===== src/rtl/multiplier_sa_if.sv =====
// Handshake and data bundle between a pipeline stage and the iterative multiplier.
interface multiplier_sa_if;
    logic        start;
    logic        sign;
    logic        flush;
    logic [31:0] srca;
    logic [31:0] srcb;
    logic        busy;
    logic        done;
    logic [31:0] hi;
    logic [31:0] lo;

    modport master (
        output start, sign, flush, srca, srcb,
        input  busy, done, hi, lo
    );

    modport slave (
        input  start, sign, flush, srca, srcb,
        output busy, done, hi, lo
    );
endinterface


===== src/rtl/multiplier_sa.sv =====
// Radix-2 shift-add 32x32 multiplier (MULT/MULTU): 32 iterations, one-cycle done pulse.
module multiplier_sa (
    input logic            clk,
    input logic            resetn,
    multiplier_sa_if.slave bus
);
    typedef enum logic [1:0] {IDLE, CALC, DONE} state_t;

    state_t      state;
    logic [63:0] acc;
    logic [63:0] mcand;
    logic [31:0] mplier;
    logic        neg;
    logic [4:0]  cnt;
    logic        busy_r;
    logic        done_r;
    logic [31:0] hi_r;
    logic [31:0] lo_r;

    logic [31:0] mag_a;
    logic [31:0] mag_b;
    logic [63:0] acc_next;
    logic [63:0] product;

    // Signed mode works on magnitudes; 0x80000000 maps to itself as an unsigned value.
    always_comb begin
        mag_a    = (bus.sign && bus.srca[31]) ? (~bus.srca + 32'd1) : bus.srca;
        mag_b    = (bus.sign && bus.srcb[31]) ? (~bus.srcb + 32'd1) : bus.srcb;
        acc_next = acc + (mplier[0] ? mcand : '0);
        product  = neg ? (~acc_next + 64'd1) : acc_next;
    end

    always_ff @(posedge clk or negedge resetn) begin
        if (!resetn) begin
            state  <= IDLE;
            acc    <= '0;
            mcand  <= '0;
            mplier <= '0;
            neg    <= 1'b0;
            cnt    <= '0;
            busy_r <= 1'b0;
            done_r <= 1'b0;
            hi_r   <= '0;
            lo_r   <= '0;
        end else begin
            done_r <= 1'b0;
            if (bus.flush) begin
                state  <= IDLE;
                busy_r <= 1'b0;
            end else begin
                case (state)
                    IDLE, DONE: begin
                        if (bus.start) begin
                            mcand  <= {32'd0, mag_a};
                            mplier <= mag_b;
                            neg    <= bus.sign & (bus.srca[31] ^ bus.srcb[31]);
                            acc    <= '0;
                            cnt    <= '0;
                            busy_r <= 1'b1;
                            state  <= CALC;
                        end else begin
                            state  <= IDLE;
                        end
                    end
                    CALC: begin
                        acc    <= acc_next;
                        mcand  <= mcand << 1;
                        mplier <= mplier >> 1;
                        cnt    <= cnt + 5'd1;
                        // Final iteration folds its partial product straight into hi/lo.
                        if (cnt == 5'd31) begin
                            state  <= DONE;
                            busy_r <= 1'b0;
                            done_r <= 1'b1;
                            hi_r   <= product[63:32];
                            lo_r   <= product[31:0];
                        end
                    end
                    default: begin
                        state  <= IDLE;
                        busy_r <= 1'b0;
                    end
                endcase
            end
        end
    end

    assign bus.busy = busy_r;
    assign bus.done = done_r;
    assign bus.hi   = hi_r;
    assign bus.lo   = lo_r;
endmodule


===== src/flat_wrapper.sv =====
// flat-port wrapper written by rule: the top's interface ports become plain ports
module multiplier_sa_flat 
  (clk, resetn, bus_start, bus_sign, bus_flush, bus_srca, bus_srcb, bus_busy, bus_done, bus_hi, bus_lo);
  multiplier_sa_if bus_i ();
  input logic clk;
  input logic resetn;
  input wire logic [$bits(bus_i.start)-1:0] bus_start;
  input wire logic [$bits(bus_i.sign)-1:0] bus_sign;
  input wire logic [$bits(bus_i.flush)-1:0] bus_flush;
  input wire logic [$bits(bus_i.srca)-1:0] bus_srca;
  input wire logic [$bits(bus_i.srcb)-1:0] bus_srcb;
  output wire logic [$bits(bus_i.busy)-1:0] bus_busy;
  output wire logic [$bits(bus_i.done)-1:0] bus_done;
  output wire logic [$bits(bus_i.hi)-1:0] bus_hi;
  output wire logic [$bits(bus_i.lo)-1:0] bus_lo;
  assign bus_i.start = bus_start;
  assign bus_i.sign = bus_sign;
  assign bus_i.flush = bus_flush;
  assign bus_i.srca = bus_srca;
  assign bus_i.srcb = bus_srcb;
  assign bus_busy = bus_i.busy;
  assign bus_done = bus_i.done;
  assign bus_hi = bus_i.hi;
  assign bus_lo = bus_i.lo;
  multiplier_sa u_core (.clk(clk), .resetn(resetn), .bus(bus_i));
endmodule

===== config.mk =====
export PLATFORM = sky130hd
export DESIGN_NAME = multiplier_sa_flat
export DESIGN_NICKNAME = d
export VERILOG_FILES = /design/src/rtl/multiplier_sa_if.sv /design/src/rtl/multiplier_sa.sv /design/src/flat_wrapper.sv
export SDC_FILE = /design/constraint.sdc
export NUM_CORES = 1
export LEC_CHECK = 0
export CAP_MARGIN = 30
export CORE_MARGIN = 2
export CORE_UTILIZATION = 55
export CTS_BUF_LIST = sky130_fd_sc_hd__clkbuf_8
export DETAILED_ROUTE_END_ITERATION = 8
export PLACE_DENSITY = 0.79
export SYNTH_ARGS = -nofsm -noshare
export SYNTH_HDL_FRONTEND = slang
export SYNTH_SLANG_ARGS = --single-unit

===== constraint.sdc =====
create_clock -name clk -period 5 [get_ports clk]
set_input_delay 0.75 -clock clk [delete_from_list [all_inputs] [get_ports clk]]
set_output_delay 0.75 -clock clk [all_outputs]
set_load 0.01 [all_outputs]

==> results of run 1 <==
## metrics by stage
stage	setup TNS [ns]	power (W)	util	instance area, um2
final	0	0.00644	0.655	19400
after global routing	-0.000782	0.00680	0.655	19400
after CTS	0	0.00642	0.655	19400
after detailed placement	0	0.00457	0.627	18600
after global placement	0	0.00450	0.625	18500
after floorplan	0	0.00382	-	16600
## power by group through the flow
stage          logic, W  registers (W)  clock network (W)
5_1_grt         0.00251        0.00234            0.00195
2_1_floorplan   0.00156        0.00226                  0
3_3_place_gp    0.00216        0.00235                  0
4_1_cts         0.00225        0.00230            0.00186
6_report        0.00229        0.00231            0.00183
3_5_place_dp    0.00224        0.00233                  0
## how the worst min path moves through the flow
stage,end,slack [ns],depth (start not counted)
after CTS,u_core.bus.lo[15],0.27,1
after floorplan,u_core.acc[0],0.45,0
after global placement,u_core.bus.hi[2],0.45,2
final,u_core.bus.lo[8],0.24,1
after global routing,u_core.bus.lo[8],0.30,1
after detailed placement,u_core.bus.hi[2],0.46,2
## cell type report
type	instances	area share
sequential	234	0.301
timing repair buffer	207	0.102
clock buffer	47	0.0333
multi-input combinational	1551	0.522
inverter	27	0.00522
clock inverter	28	0.0104
tap	390	0.0251
## registers in the layout, summed over array words and instances, names as in the netlist
signal	count
u_core.bus.busy	1
u_core.mplier	32
u_core.acc	64
u_core.bus.hi	32
u_core.bus.done	1
u_core.bus.lo	32
u_core.mcand	64
u_core.neg	1
u_core.state	2
u_core.cnt	5
## synthesized netlist by cell type, drive strengths merged (31+ instances only)
cell type,instances
xor2,89
nor2,121
xnor2,77
dfrtp,234
nor3,39
nand2,216
ha,68
nand4,42
o21ai,239
nand3,31
a22oi,56
a21oi,118
a22o,85
and2,75
o31ai,31
clkbuf,89
## worst reg2reg max path, cell delays in order (launching register included)
cell       delay [ns]
dfrtp_1          0.39
and2_1           0.15
ha_1             0.21
inv_1            0.07
fa_1             0.40
and2b_4          0.29
o2111ai_4        0.19
a211oi_4         0.41
o211ai_1         0.22
a21o_1           0.24
a32o_1           0.27
or4_4            0.48
nor4_4           0.46
nand4_1          0.23
o31ai_1          0.32
xor2_1           0.25
o21ai_0          0.10
## layout by cell type, fill, tap and decap left out, drive strengths merged, types with 14 or more instances in the layout
master / count
a21o: 28
a21oi: 118
a22o: 85
a22oi: 56
and2: 75
buf: 74
clkbuf: 47
clkdlybuf4s50: 133
dfrtp: 234
ha: 68
inv: 45
nand2: 216
nand2b: 14
nand3: 31
nand4: 42
nor2: 121
nor3: 39
nor4: 16
o211ai: 14
o21ai: 239
o31ai: 31
or3: 19
xnor2: 77
xor2: 89
## metal layers
metal / wire [um] / part of all wire / global-route usage / vias to the layer above
li1: - / - / - / 7368
met1: 22200 / 0.46 / 0.459 / 7517
met2: 21700 / 0.45 / 0.479 / 635
met3: 3560 / 0.073 / 0.0326 / 86
met4: 1110 / 0.023 / 0.0837 / 0
met5: 0 / 0 / 0 / -
## repair_timing
| action | CTS | global route |
|---|---|---|
| hold buffers | 0 | 0 |
| resized for setup | 0 | 4 |
| endpoints found under the hold margin | 0 | 0 |
| endpoints found under the setup margin | 0 | 6 |
## cells by family (layout without fill, tap and decap cells)
kind of cell    count (synthesis)  count (layout)  share of synthesized area
compound gates                673             673                      0.271
xor+xnor                      166             166                     0.0878
fa+ha+maj                      69              69                     0.0526
buf+inv                       143             309                     0.0350
flops                         234             234                      0.354
mux                             6               6                    0.00370
simple gates                  637             637                      0.196
==> summary.md, run 1 <==
| Metric | Value |
|---|---|
| Outcome | finished, final reports clean |
| Hold Path Class | primary input to async pin |
| Placed cells | 2409 |
| Flop pwr share | 0.360 |
| Max Fanout on Critical Path | 5 |
| Crit. End Element | flip-flop |
| Cell chosen for the clock root | clkbuf_8 |
| Min Tclk post-route | 4.81 ns |
| Antenna violations before repair | 0 |
| Maximum clock frequency | 208 MHz |
| CP bufs+invs | 1 |
| Synth warn | 0 |
| CP max-delay cell | or4_4 |
| Drt total wl | 48600 um |
| Clk slew on worst S/H paths | 0.06 ns |
| RSZ-0062 raised after global routing | true |
| Number of cell rows | between 60 and 70 |
| WP depth | 16 |
| 1st-pass router iterations | 7 |
| H-tree levels | 2 |
| First-pass GRT wire length | 78000 um |
| Mapped Nets | 2066 |
| Worst EP required | 5.43 ns |
| Slew HR | 0.397 |
| Core Region | about 30000 um2 |
| Clock Skew | 0.0229 ns |
| Sink Count | 234 |
| Switching pwr | about 0.0024 W |
| Total grt overflow | 0 |
| Pwr per Cell Area | 331 nW/um2 |
| Final Hold Fails | 0 |
| GR Util All Layers | 0.309 |
| Worst R2R Start | u_core.mplier[0] |
| GP Congestion | 1.00 |
| Max Cap Viol | 0 |
| PortBufs | 134 |
| Mapped Cells | 1928 |
| Routed vias | ~16000 |
| Worst R2R End | u_core.bus.hi[30] |
| Biggest area consumer among synthesized cells | dfrtp_1 |
| Post-CTS setup buffer count | 0 |
| CP cell instances | and2_1 -> ha_1 -> inv_1 -> fa_1 -> and2b_4 -> o2111ai_4 -> a211oi_4 -> o211ai_1 -> a21o_1 -> a32o_1 -> or4_4 -> nor4_4 -> nand4_1 -> o31ai_1 -> xor2_1 -> o21ai_0 |
| Arr. time, crit path | 5.24 ns |
| Vias/cell | roughly 6.3 |
| CP top delay family | compound AO/OA/AOI/OAI gates |
| Final setup fails | 0 |
| Clock network fraction of total power | 0.285 |
| Pin count of the biggest net entering global routing | 144 |
| Logic gate share of total power | 0.356 |
| Antenna Cells | 0 |
| Num CTS Buffers | 42 |
| DP HPWL | 37200 um |
| Hold_ws | approximately 0.24 ns |
| Routed length per instance | 19.6 um |
| Place WS | 0.235 ns |
| Area share of the largest cell type after synthesis | 0.354 |
| Final setup margin | ~0.19 ns |
| I/O Pins | 135 |
| Post-Syn Area per Cell | 8.58 um2 |
| Synth Register Bits | around 230 |
| Multi-input gate area | just over 10000 um2 |
| Post-Layout Cell Count | 2484 |
| Crit-path max cell delay | 0.48 ns |
| Slew @ Worst Pin | 0.881 ns |
| Synthesized area | between 15000 and 20000 um2 |
| Worst vdd ir | ~0.19 mV |
| Crit Path Category | flip-flop to flip-flop |
| Die X | about 180 um |
| Synth Flop Type | dfrtp_1 |
| Leakage power | 8.60 nW |
| Die Ht | 177 um |
| Syn-to-layout area delta | 17.4% |
| Top cells by area, synth | dfrtp_1 (35%), o21ai_0 (6.2%), ha_1 (5.1%) |
| Ys async rst share | 1.00 |
| Die Area | roughly 31000 um2 |
| Clock Path Buffers | 3 |
| Sequential share of the synthesized area | 0.354 |
| Worst setup path endpoint | u_core.bus.hi[30] |
| Type of origin of the critical path | flip-flop |
| Slew Viols, Final | 0 |
| Final antenna-violating net count | 0 |
| Filler cell count | ~2500 |
| Post-synth EDFFs | 0 |
| Register-to-register setup slack | 0.19 ns |
| DRC viols | 0 |
| Initial Util | 0.558 |
| Setup crit start | u_core.mplier[0] |
| Final nets | 2201 |
| Layout cells sized above 1 | 0.0883 |
| Pint | 0.00402 W |
| Vias in the first global route | 14700 |
| Clock latency on the worst-skew pair | roughly 0.57 ns |
| Starting DRC count in detailed routing | about 1600 |
| Sw Share | 0.376 |
| Synth unique cells | 93 |
| Area occupied by registers | slightly below 6000 um2 |
| FF-to-FF path depth | 16 |
| Final period util | 0.962 |
| CTS tree | built |
No activity file was read; power rests on OpenSTA's default activity.
==> run 2: changes to the inputs <==
CORE_MARGIN = default   (was 2)
CORE_UTILIZATION = 44   (was 55)
PLACE_DENSITY = 0.66   (was 0.79)
==> run 2 against run 1 <==
Compared with the run above: register-to-register slack is essentially flat; sequential share of layout area is 0.32 points lower; critical endpoint is now u_core.bus.hi[26]; critical path depth down 1; utilization fell by 12 points; sequential cell count unchanged; maximum frequency rose by 0.30%; combinational power hardly changed; hold slack got worse by 0.073 ns; total power grew 2.5%.
==> summary.md, run 2 (same netlist as run 1, synthesis figures left out) <==
| Metric | Value |
|---|---|
| Worst EP required | 5.44 ns (was 5.43 ns) |
| Final antenna-violating net count | 0 (unchanged) |
| Worst R2R Start | u_core.mplier[0] (unchanged) |
| Clock Skew | 0.0292 ns (was 0.0229 ns) |
| Max Used Layer | met4 (unchanged) |
| Die X | 196 um (was 177 um) |
| Setup TNS | 0 ns (unchanged) |
| CTS tree | built (unchanged) |
| Total grt overflow | 0 (unchanged) |
| Layout cells sized above 1 | 0.0952 (was 0.0883) |
| 1st-pass router iterations | 5 (was 7) |
| Final Hold Fails | 0 (unchanged) |
| Number of cell rows | 70 (was 63) |
| Slew HR | 0.443 (was 0.397) |
| Antenna violations before repair | 0 (unchanged) |
| CTS resizes | 0 (unchanged) |
| Pwr per Cell Area | 336 nW/um2 (was 331 nW/um2) |
| Slew @ Worst Pin | 0.834 ns (was 0.881 ns) |
| # hold bufs at CTS | 0 (unchanged) |
| Post-Route M1 WL | 24200 um (was 22200 um) |
| Routed vias | 15300 (was 15600) |
| Max Cap Viol | 0 (unchanged) |
| Crit. End Element | flip-flop (unchanged) |
| I/O Pins | 135 (unchanged) |
| Final period util | 0.959 (was 0.962) |
| Design Power | 0.00660 W (was 0.00644 W) |
| PortBufs | 134 (unchanged) |
| H-tree levels | 2 (unchanged) |
| Placed Area | 18700 um2 (was 18600 um2) |
| Met2 Wirelength | 21300 um (was 21700 um) |
| Commonest cells after routing, fill and taps aside | dfrtp_1 (233), nand2_1 (215), o21ai_0 (204) (was dfrtp_1 (233), nand2_1 (215), o21ai_0 (203)) |
| Vias/cell | 5.95 (was 6.28) |
| Hold Path Class | primary input to async pin (unchanged) |
| Filler cell count | 3429 (was 2532) |
| Min Tclk post-route | 4.80 ns (was 4.81 ns) |
| Type of origin of the critical path | flip-flop (unchanged) |
| Clock Path Buffers | 3 (unchanged) |
| Sink Count | 234 (unchanged) |
| GR Util All Layers | 0.259 (was 0.309) |
| Most common cell after layout, fill and taps aside | dfrtp_1 (unchanged) |
| Sw Share | 0.368 (was 0.376) |
| Clock latency on the worst-skew pair | 0.57 ns (about the same) |
| Outcome | finished, final reports clean (unchanged) |
| Switching pwr | 0.00243 W (was 0.00242 W) |
| Final nets | 2208 (was 2201) |
| Worst R2R End | u_core.bus.hi[26] (was u_core.bus.hi[30]) |
| DRC viols | 0 (unchanged) |
| GP Congestion | 0.998 (was 1.00) |
| Routed length per instance | 19.3 um (was 19.6 um) |
| Slew Viols, Final | 0 (unchanged) |
| Clock network fraction of total power | 0.299 (was 0.285) |
| Logic gate share of total power | 0.349 (was 0.356) |
| Arr. time, crit path | 5.24 ns (about the same) |
| RSZ-0062 raised after global routing | false (was true) |
| Drt total wl | 49700 um (was 48600 um) |
| Antenna Cells | 0 (unchanged) |
| First-pass GRT wire length | 79600 um (was 78000 um) |
| Num CTS Buffers | 43 (was 42) |
| Worst vdd ir | 0.160 mV (was 0.187 mV) |
| Flop pwr share | 0.352 (was 0.360) |
| Initial Util | 0.450 (was 0.558) |
| Post-CTS setup buffer count | 0 (unchanged) |
| Routed wl met3 | 3260 um (was 3560 um) |
| Register-to-register setup slack | 0.20 ns (was 0.19 ns) |
| Clk slew on worst S/H paths | 0.06 ns (about the same) |
| Biggest regs | u_core.acc x64, u_core.mcand x64 (unchanged) |
| Core Region | 36800 um2 (was 29600 um2) |
| Maximum clock frequency | 209 MHz (was 208 MHz) |
| Final setup margin | 0.205 ns (was 0.190 ns) |
| Final setup fails | 0 (unchanged) |
| Cell chosen for the clock root | clkbuf_8 (unchanged) |
| Starting DRC count in detailed routing | 1277 (was 1569) |
| Pint | 0.00417 W (was 0.00402 W) |
| Max Fanout on Critical Path | 18 (was 5) |
| FF-to-FF path depth | 15 (was 16) |
| Crit Path Category | flip-flop to flip-flop (unchanged) |
| Finished Cell Area | 19600 um2 (was 19400 um2) |
| Pin count of the biggest net entering global routing | 113 (was 144) |
| Leakage power | 8.65 nW (was 8.60 nW) |
| DP HPWL | 38400 um (was 37200 um) |
| Place WS | 0.243 ns (was 0.235 ns) |
| Syn-to-layout area delta | 18.7% (was 17.4%) |
| Die Area | 38400 um2 (was 31500 um2) |
| Hold_ws | 0.172 ns (was 0.245 ns) |
| Die Ht | 196 um (was 177 um) |
| Vias in the first global route | 14500 (was 14700) |
-- run 2: changes by cell type in the layout (fill, tap and decap cells not counted), moves of 2 or more --
cell,delta
buf_12,-2
buf_4,+8
clkbuf_8,+8
inv_1,-7
-- run 2: routing by layer --
metal	GRT usage	vias up
met5	0	-
met4	0.0625	0
met3	0.0404	66
met2	0.388	521
met1	0.387	7322
li1	-	7368
-- run 2: layout make-up --
cell class | count | area, um2 | share of cell area
clock buffer | 55 | 757 | 0.0385
clock inverter | 21 | 174 | 0.00886
inverter | 27 | 101 | 0.00516
multi-input combinational | 1551 | 10200 | 0.517
sequential | 234 | 5860 | 0.298
tap | 468 | 586 | 0.0298
timing repair buffer | 213 | 2000 | 0.102
-- run 2: worst max-delay path by stage --
| stage | from | end | slack (ns) | cells after the start |
|---|---|---|---|---|
| 2_1_floorplan | u_core.mplier[0] | u_core.bus.hi[26] | 0.37 | 18 |
| 3_3_place_gp | u_core.mplier[0] | u_core.bus.hi[26] | 0.34 | 15 |
| 3_5_place_dp | u_core.mplier[0] | u_core.bus.hi[8] | 0.24 | 15 |
| 4_1_cts | u_core.mplier[0] | u_core.bus.hi[8] | 0.26 | 15 |
| 5_1_grt | u_core.mplier[0] | u_core.bus.hi[31] | 0.01 | 15 |
| 6_report | u_core.mplier[0] | u_core.bus.hi[26] | 0.20 | 15 |
-- run 2: per-stage QoR --
step           instances  utilization
2_1_floorplan       1928            -
3_3_place_gp        2491        0.506
3_5_place_dp        2493        0.508
4_1_cts             2569        0.533
5_1_grt             2569        0.534
6_report            2569        0.534
-- run 2: power by group through the flow --
stage          Sequential, W  Clock [W]  Combinational (W)
4_1_cts              0.00231    0.00202            0.00228
2_1_floorplan        0.00226          0            0.00156
5_1_grt              0.00234    0.00211            0.00253
3_3_place_gp         0.00236          0            0.00221
3_5_place_dp         0.00234          0            0.00228
6_report             0.00232    0.00197            0.00230
-- run 2: worst max-delay path, stage by stage, from the launching register on --
cell	delay (ns)
dfrtp_1	0.44
buf_4	0.22
and2_1	0.16
ha_1	0.48
a21oi_1	0.17
o21ai_0	0.61
a21oi_1	0.18
nand2b_1	0.25
a21o_1	0.19
a32o_1	0.27
or4_4	0.49
or3_1	0.39
or3_4	0.42
o31ai_2	0.21
xor2_1	0.17
o21ai_1	0.07
